File: src/rtl/normalize_round_pack_float64_if.sv
// ============================================================================
// Module      : normalize_round_pack_float64_if
// Description : Block-level handshake and operand/result bundle for the
//               float64 normalize/round/pack stage.
// Revision    : 1.0 - initial release
// ============================================================================
`default_nettype none

interface normalize_round_pack_float64_if;
    logic        ap_start;
    logic        ap_done;
    logic        ap_idle;
    logic        ap_ready;
    logic        zSign;
    logic [13:0] zExp;
    logic [63:0] zSig;
    logic [1:0]  round_mode;
    logic [63:0] ap_return;
    logic [2:0]  flags;

    modport master (
        output ap_start, zSign, zExp, zSig, round_mode,
        input  ap_done, ap_idle, ap_ready, ap_return, flags
    );

    modport slave (
        input  ap_start, zSign, zExp, zSig, round_mode,
        output ap_done, ap_idle, ap_ready, ap_return, flags
    );
endinterface

`default_nettype wire

File: src/rtl/normalize_round_pack_float64.sv
// ============================================================================
// Module      : normalize_round_pack_float64
// Description : Normalizes, rounds (IEEE-754 / SoftFloat) and packs a raw
//               sign/exponent/significand into a float64 with flags.
//               Define NRP_ROUND_MODES_EN to honour all four rounding modes;
//               otherwise rounding is fixed to nearest-even.
// Revision    : 1.0 - initial release
// ============================================================================
`default_nettype none

module normalize_round_pack_float64 (
    input  wire logic                     ap_clk,
    input  wire logic                     ap_rst,
    normalize_round_pack_float64_if.slave bus
);

    localparam logic [1:0] S_IDLE = 2'd0;
    localparam logic [1:0] S_NORM = 2'd1;
    localparam logic [1:0] S_RND  = 2'd2;
    localparam logic [1:0] S_PACK = 2'd3;

    localparam logic [13:0] c_EXP_OVF   = 14'h07FD;
    localparam logic [63:0] c_FRAC_MAX  = 64'h000F_FFFF_FFFF_FFFF;

    logic [1:0]  r_state;
    logic        r_sign;
    logic [13:0] r_zexp;
    logic [63:0] r_zsig;
    logic [13:0] r_exp;
    logic [63:0] r_sig;
    logic        r_zero;
    logic [2:0]  r_nflags;
    logic [63:0] r_return;
    logic [2:0]  r_flags;
    logic        r_done;
`ifdef NRP_ROUND_MODES_EN
    logic [1:0]  r_mode;
`endif

    // Leading-zero count; the highest set bit is the last one to win the loop
    logic [6:0] w_clz;
    logic [5:0] w_sc;
    always_comb begin
        w_clz = 7'd64;
        for (int i = 0; i < 64; i++) begin
            if (r_zsig[i]) w_clz = 7'(63 - i);
        end
        w_sc = (w_clz == 7'd64) ? 6'd63 : (w_clz[5:0] - 6'd1);
    end

    logic [63:0] w_inc;
    logic        w_nearest;
`ifdef NRP_ROUND_MODES_EN
    always_comb begin
        w_nearest = (r_mode == 2'd0);
        case (r_mode)
            2'd0:    w_inc = 64'h200;
            2'd1:    w_inc = r_sign ? 64'h3FF : 64'h0;
            2'd2:    w_inc = r_sign ? 64'h0 : 64'h3FF;
            default: w_inc = 64'h0;
        endcase
    end
`else
    assign w_nearest = 1'b1;
    assign w_inc     = 64'h200;
`endif

    logic [13:0] w_neg;
    logic [63:0] w_mask;
    logic [63:0] w_sig_u;
    logic        w_tiny;
    logic [9:0]  w_rb;
    logic [63:0] w_sum;
    logic [63:0] w_frac;
    logic [13:0] w_exp_r;
    logic        w_ovf;

    // Rounding datapath; tininess is judged before rounding
    always_comb begin
        w_neg   = 14'd0 - r_exp;
        w_mask  = 64'd0;
        w_sig_u = r_sig;
        w_tiny  = 1'b0;
        if ($signed(r_exp) < 0) begin
            w_tiny = 1'b1;
            if (w_neg >= 14'd64) begin
                w_sig_u = {63'd0, |r_sig};
            end else begin
                w_mask  = (64'd1 << w_neg[5:0]) - 64'd1;
                w_sig_u = (r_sig >> w_neg[5:0]) | {63'd0, |(r_sig & w_mask)};
            end
        end
        w_rb   = w_sig_u[9:0];
        w_sum  = w_sig_u + w_inc;
        w_frac = w_sum >> 10;
        if (w_nearest && (w_rb == 10'h200)) w_frac[0] = 1'b0;
        w_exp_r = w_tiny ? 14'd0 : r_exp;
        if (w_frac == 64'd0) w_exp_r = 14'd0;
        // Non-negative exponent means w_sig_u == r_sig, so w_sum[63] is the carry
        w_ovf = !r_zero && (($signed(r_exp) > $signed(c_EXP_OVF)) ||
                            ((r_exp == c_EXP_OVF) && w_sum[63]));
    end

    always_ff @(posedge ap_clk) begin
        if (ap_rst) begin
            r_state  <= S_IDLE;
            r_sign   <= 1'b0;
            r_zexp   <= 14'd0;
            r_zsig   <= 64'd0;
            r_exp    <= 14'd0;
            r_sig    <= 64'd0;
            r_zero   <= 1'b0;
            r_nflags <= 3'd0;
            r_return <= 64'd0;
            r_flags  <= 3'd0;
            r_done   <= 1'b0;
`ifdef NRP_ROUND_MODES_EN
            r_mode   <= 2'd0;
`endif
        end else begin
            r_done <= 1'b0;
            case (r_state)
                S_IDLE: begin
                    if (bus.ap_start) begin
                        r_sign  <= bus.zSign;
                        r_zexp  <= bus.zExp;
                        r_zsig  <= bus.zSig;
`ifdef NRP_ROUND_MODES_EN
                        r_mode  <= bus.round_mode;
`endif
                        r_state <= S_NORM;
                    end
                end
                S_NORM: begin
                    r_zero <= (r_zsig == 64'd0);
                    if (r_zsig[63]) begin
                        r_sig <= {1'b0, r_zsig[63:2], r_zsig[1] | r_zsig[0]};
                        r_exp <= r_zexp + 14'd1;
                    end else begin
                        r_sig <= r_zsig << w_sc;
                        r_exp <= r_zexp - {8'd0, w_sc};
                    end
                    r_state <= S_RND;
                end
                S_RND: begin
                    if (w_ovf) begin
                        r_nflags <= 3'b101;
`ifdef NRP_ROUND_MODES_EN
                        r_exp <= (w_inc != 64'd0) ? 14'h07FF : 14'h07FE;
                        r_sig <= (w_inc != 64'd0) ? 64'd0 : c_FRAC_MAX;
`else
                        r_exp <= 14'h07FF;
                        r_sig <= 64'd0;
`endif
                    end else begin
                        r_exp    <= w_exp_r;
                        r_sig    <= w_frac;
                        r_nflags <= {1'b0, w_tiny && (w_rb != 10'd0), w_rb != 10'd0};
                    end
                    r_state <= S_PACK;
                end
                default: begin
                    // Addition lets a carry out of the fraction bump the exponent
                    r_return <= {r_sign, 63'd0} + ({50'd0, r_exp} << 52) + r_sig;
                    r_flags  <= r_nflags;
                    r_done   <= 1'b1;
                    r_state  <= S_IDLE;
                end
            endcase
        end
    end

    assign bus.ap_done   = r_done;
    assign bus.ap_ready  = r_done;
    assign bus.ap_idle   = (r_state == S_IDLE);
    assign bus.ap_return = r_return;
    assign bus.flags     = r_flags;

endmodule

`default_nettype wire

File: src/flat_wrapper.sv
// flat-port wrapper written by rule: the top's interface ports become plain ports
module normalize_round_pack_float64_flat 
  (ap_clk, ap_rst, bus_ap_start, bus_zSign, bus_zExp, bus_zSig, bus_round_mode, bus_ap_done, bus_ap_idle, bus_ap_ready, bus_ap_return, bus_flags);
  normalize_round_pack_float64_if bus_i ();
  input  wire logic ap_clk;
  input  wire logic ap_rst;
  input wire logic [$bits(bus_i.ap_start)-1:0] bus_ap_start;
  input wire logic [$bits(bus_i.zSign)-1:0] bus_zSign;
  input wire logic [$bits(bus_i.zExp)-1:0] bus_zExp;
  input wire logic [$bits(bus_i.zSig)-1:0] bus_zSig;
  input wire logic [$bits(bus_i.round_mode)-1:0] bus_round_mode;
  output wire logic [$bits(bus_i.ap_done)-1:0] bus_ap_done;
  output wire logic [$bits(bus_i.ap_idle)-1:0] bus_ap_idle;
  output wire logic [$bits(bus_i.ap_ready)-1:0] bus_ap_ready;
  output wire logic [$bits(bus_i.ap_return)-1:0] bus_ap_return;
  output wire logic [$bits(bus_i.flags)-1:0] bus_flags;
  assign bus_i.ap_start = bus_ap_start;
  assign bus_i.zSign = bus_zSign;
  assign bus_i.zExp = bus_zExp;
  assign bus_i.zSig = bus_zSig;
  assign bus_i.round_mode = bus_round_mode;
  assign bus_ap_done = bus_i.ap_done;
  assign bus_ap_idle = bus_i.ap_idle;
  assign bus_ap_ready = bus_i.ap_ready;
  assign bus_ap_return = bus_i.ap_return;
  assign bus_flags = bus_i.flags;
  normalize_round_pack_float64 u_core (.ap_clk(ap_clk), .ap_rst(ap_rst), .bus(bus_i));
endmodule
File: config.mk
export PLATFORM = sky130hd
export DESIGN_NAME = normalize_round_pack_float64_flat
export DESIGN_NICKNAME = d
export VERILOG_FILES = /design/src/rtl/normalize_round_pack_float64_if.sv /design/src/rtl/normalize_round_pack_float64.sv /design/src/flat_wrapper.sv
export SDC_FILE = /design/constraint.sdc
export NUM_CORES = 1
export LEC_CHECK = 0
export ABC_AREA = 1
export CAP_MARGIN = 30
export CORE_MARGIN = 2
export CORE_UTILIZATION = 45
export DETAILED_ROUTE_END_ITERATION = 10
export GPL_ROUTABILITY_DRIVEN = 0
export SLEW_MARGIN = 20
export SYNTH_ARGS = -nofsm -noshare
export SYNTH_HDL_FRONTEND = slang
export SYNTH_SLANG_ARGS = --single-unit
File: constraint.sdc
create_clock -name ap_clk -period 9.6 [get_ports ap_clk]
set_clock_uncertainty 0.05 [all_clocks]
set_input_delay 2.4 -clock ap_clk [delete_from_list [all_inputs] [get_ports ap_clk]]
set_output_delay 2.4 -clock ap_clk [all_outputs]
set_load 0.05 [all_outputs]
==> flow_metrics.tcl <==
set metrics [dict create \
    status "finished clean" \
    ys_types 64 \
    period_needed_ps 8490 \
    synth_edf_count 0 \
    globalRouteTotalUtil_pct 34.4 \
    netlist_instances 4128 \
    gr-total-overflow 0 \
    drv_cap 0 \
    nets 4243 \
    hpwlAfterDp_um 73600 \
    arrival_ps 8910 \
    cp.required_ps 10020 \
    htree_levels 1 \
    syn_area_um2 23400 \
    yosys_most_used_dff "dfxtp_1" \
    ys_async_sr_fraction_pct 0 \
    route.detailed.drc 0 \
    syn_to_final_growth_pct 11.6 \
    r2r_start "u_core.r_exp[0]" \
    path_class "flip-flop to flip-flop" \
    seq_area_um2 4630 \
    vias 28400 \
    timing.final.crit_share_pct 88.5 \
    reg2regPathDepth 38 \
    drt_pass1_iterations 7 \
    clockBufferDepth 3 \
    clock-sinks 231 \
    hold_violations 0 \
    drtAntennaViolNets 0 \
    wl_per_cell_um 20.0 \
    synth_top_family_by_area "simple AND/OR/NAND/NOR gates" \
    clock_latency_ps 600 \
    yosysWarnings 0 \
    tightest_slew_ps 836 \
    relSlewSlack_pct 43.8 \
    synth_fa_ha_area_share_pct 2.79 \
    ys_seq_area_share_pct 19.7 \
    design.die.area_um2 53900 \
    cts_resized 0 \
    ys_ff_latch 231 \
    fin_setup_tns_ps 0 \
    numCtsBuffers 28 \
    syn-mean-instance-area_um2 5.68 \
    synth_xor_area_share_pct 2.88 \
    routed_wl_um 96100 \
    post_cts_buffers 0 \
    drive_gt1_share_pct 4.77 \
    numPortBuffers 151 \
    syn-num-nets 4263 \
    clk_pin_slew_worst_paths_ps 60 \
    core_um2 51400 \
    grt_pass1_vias 25300 \
    synth_compound_area_share_pct 21.3 \
    cts_hold_buf 0 \
    setup_viol 0 \
    grt_setup_unrepaired "no" \
    diodes 0 \
    die_y_um 232 \
    holdCritPathClass "flip-flop to flip-flop" \
    slew_violations 0 \
    reg2reg_to "u_core.r_exp[8]" \
    hold_path_depth 2 \
    max_stage_delay_ps 760 \
    synthSimpleGateAreaFrac_pct 39.0 \
    fillers 5605 \
    crit_fanout 69 \
    grt_pass1_wl_um 145000 \
    crit_path_start_kind "flip-flop" \
    dp_cells 4758 \
    multi_input_area_um2 16200 \
    synth_mux_area_share_pct 2.95 \
    fp.dieW_um 232 \
    cpMostUsedCell "o21ai_0" \
    ff2ff_setup_slack_ps 1110 \
    viasPerCell 5.91 \
    cts_tree "built" \
    worst_path_max_delay_cell "dfxtp_4" \
    endpoint_kind "flip-flop" \
    holdPathEnd "u_core.bus.flags[2]" \
    antenna_found_initial 0 \
    fmax_mhz 118 \
    min_from "u_core.r_nflags[2]" \
    start_util_pct 45.6 \
    grt_max_degree 99 \
    drt_iter0_markers 3592 \
    rows 83 \
    io_pins 154 \
    layoutNonFillerInstCount 4807 \
    clockRootBuffer "clkbuf_16" \
]
==> worst max-delay path: cells and delay by family (launching register included) <==
family	cells	cell delay [ps]
buf+inv	7	1290
xor+xnor	1	210
flops	1	760
compound gates	7	1680
mux	1	200
simple gates	21	3820
fa+ha+maj	1	330
==> layer usage <==
layer  global-route usage (%)  routed length [um]  share of wire [%]
met4                     20.3                6360                6.6
met2                     54.2               42000                 44
met1                     44.7               39000                 41
met5                        0                   0                  0
met3                     4.62                8750                9.1
==> cells in the final DEF (no fill, tap or decap), drive strengths merged, types with 5 or more instances in the layout <==
cell,Yosys,layout
a21oi,266,266
a22oi,15,15
a31oi,24,24
buf,85,55
clkbuf,170,38
clkdlybuf4s50,0,150
clkinv,5,12
dfxtp,231,231
ha,49,49
inv,432,434
mux2i,69,69
nand2,860,860
nand3,575,575
nand4,58,58
nor2,452,452
nor3,71,71
nor4,32,32
o211ai,22,22
o21ai,481,481
o21bai,5,5
o22ai,74,74
o31ai,15,15
or2,23,23
xnor2,23,23
xor2,54,54
==> metrics by stage <==
stage / utilization, % / hold slack [ps] / cell area (um2) / setup WS, ps
after detailed placement: 49.1 / 418 / 25300 / 1480
after floorplan: - / 384 / 23400 / 2440
final: 50.9 / 422 / 26200 / 1110
after CTS: 50.9 / 428 / 26200 / 1430
after global placement: 49.1 / 418 / 25300 / 1470
after global routing: 50.9 / 462 / 26200 / 541
==> synthesized netlist by cell type (3+ instances only) <==
| cell type | n | share of area (%) |
|---|---|---|
| a21oi_1 | 266 | 5.7 |
| inv_1 | 415 | 6.6 |
| a211oi_1 | 4 | 0.13 |
| a22oi_1 | 15 | 0.48 |
| or2_2 | 20 | 0.53 |
| buf_4 | 6 | 0.19 |
| buf_1 | 42 | 0.67 |
| dfxtp_1 | 231 | 20 |
| o31ai_1 | 15 | 0.48 |
| o21ai_1 | 10 | 0.21 |
| o211ai_1 | 22 | 0.70 |
| nor2_4 | 3 | 0.14 |
| clkbuf_1 | 170 | 2.7 |
| buf_2 | 37 | 0.79 |
| xor2_1 | 54 | 2.0 |
| inv_2 | 17 | 0.27 |
| xnor2_1 | 23 | 0.86 |
| mux2i_1 | 69 | 2.9 |
| o21bai_1 | 5 | 0.16 |
| nor4_1 | 31 | 0.83 |
| o311ai_0 | 4 | 0.15 |
| nor3_1 | 62 | 1.3 |
| nand2_1 | 854 | 14 |
| o22ai_1 | 72 | 1.9 |
| nor2_1 | 440 | 7.0 |
| nor3_4 | 3 | 0.21 |
| a31oi_1 | 24 | 0.64 |
| nand2_2 | 6 | 0.16 |
| o21ai_0 | 471 | 10 |
| nor2_2 | 8 | 0.21 |
| nand3_2 | 3 | 0.13 |
| clkinv_1 | 5 | 0.080 |
| nand4_1 | 56 | 1.5 |
| o32ai_1 | 4 | 0.15 |
| ha_1 | 49 | 2.6 |
| nand3_1 | 571 | 12 |
| nor3_2 | 6 | 0.26 |
==> worst max-delay path by stage <==
stage	from	to	slack [ps]	cells past startpoint
2_1_floorplan	u_core.r_zsig[0]	u_core.r_exp[13]	2440	95
3_3_place_gp	u_core.r_exp[0]	u_core.r_exp[8]	1470	38
3_5_place_dp	u_core.r_exp[0]	u_core.r_exp[2]	1480	38
4_1_cts	u_core.r_exp[0]	u_core.r_exp[2]	1430	38
5_1_grt	u_core.r_zsig[1]	u_core.r_exp[13]	540	96
6_report	u_core.r_exp[0]	u_core.r_exp[8]	1110	38
==> flip-flops by register name (all words and copies together) (netlist names) <==
name                  cells
u_core.bus.ap_done        1
u_core.r_zsig            64
u_core.r_exp             14
u_core.bus.ap_return     64
u_core.r_sign             1
u_core.r_nflags           3
u_core.bus.flags          3
u_core.r_zero             1
u_core.r_zexp            14
u_core.r_state            2
u_core.r_sig             64
==> logic make-up after synthesis <==
logic type,Yosys count
AO/OA/AOI/OAI,927
XOR/XNOR,77
adder cells (fa/ha/maj),51
buffers and inverters,692
flip-flops,231
multiplexers,69
AND/OR/NAND/NOR,2081
==> area by class of cell <==
type,count,share of cell area [%]
clock buffer,38,3.09
inverter,437,6.28
multi-input combinational,3205,62.0
tap,680,3.25
sequential,231,17.7
clock inverter,11,0.430
timing repair buffer,205,7.30
Power is left out: the tool's default activity adds up to more than one toggle a clock period on the data nets, which glitch-free logic cannot reach.
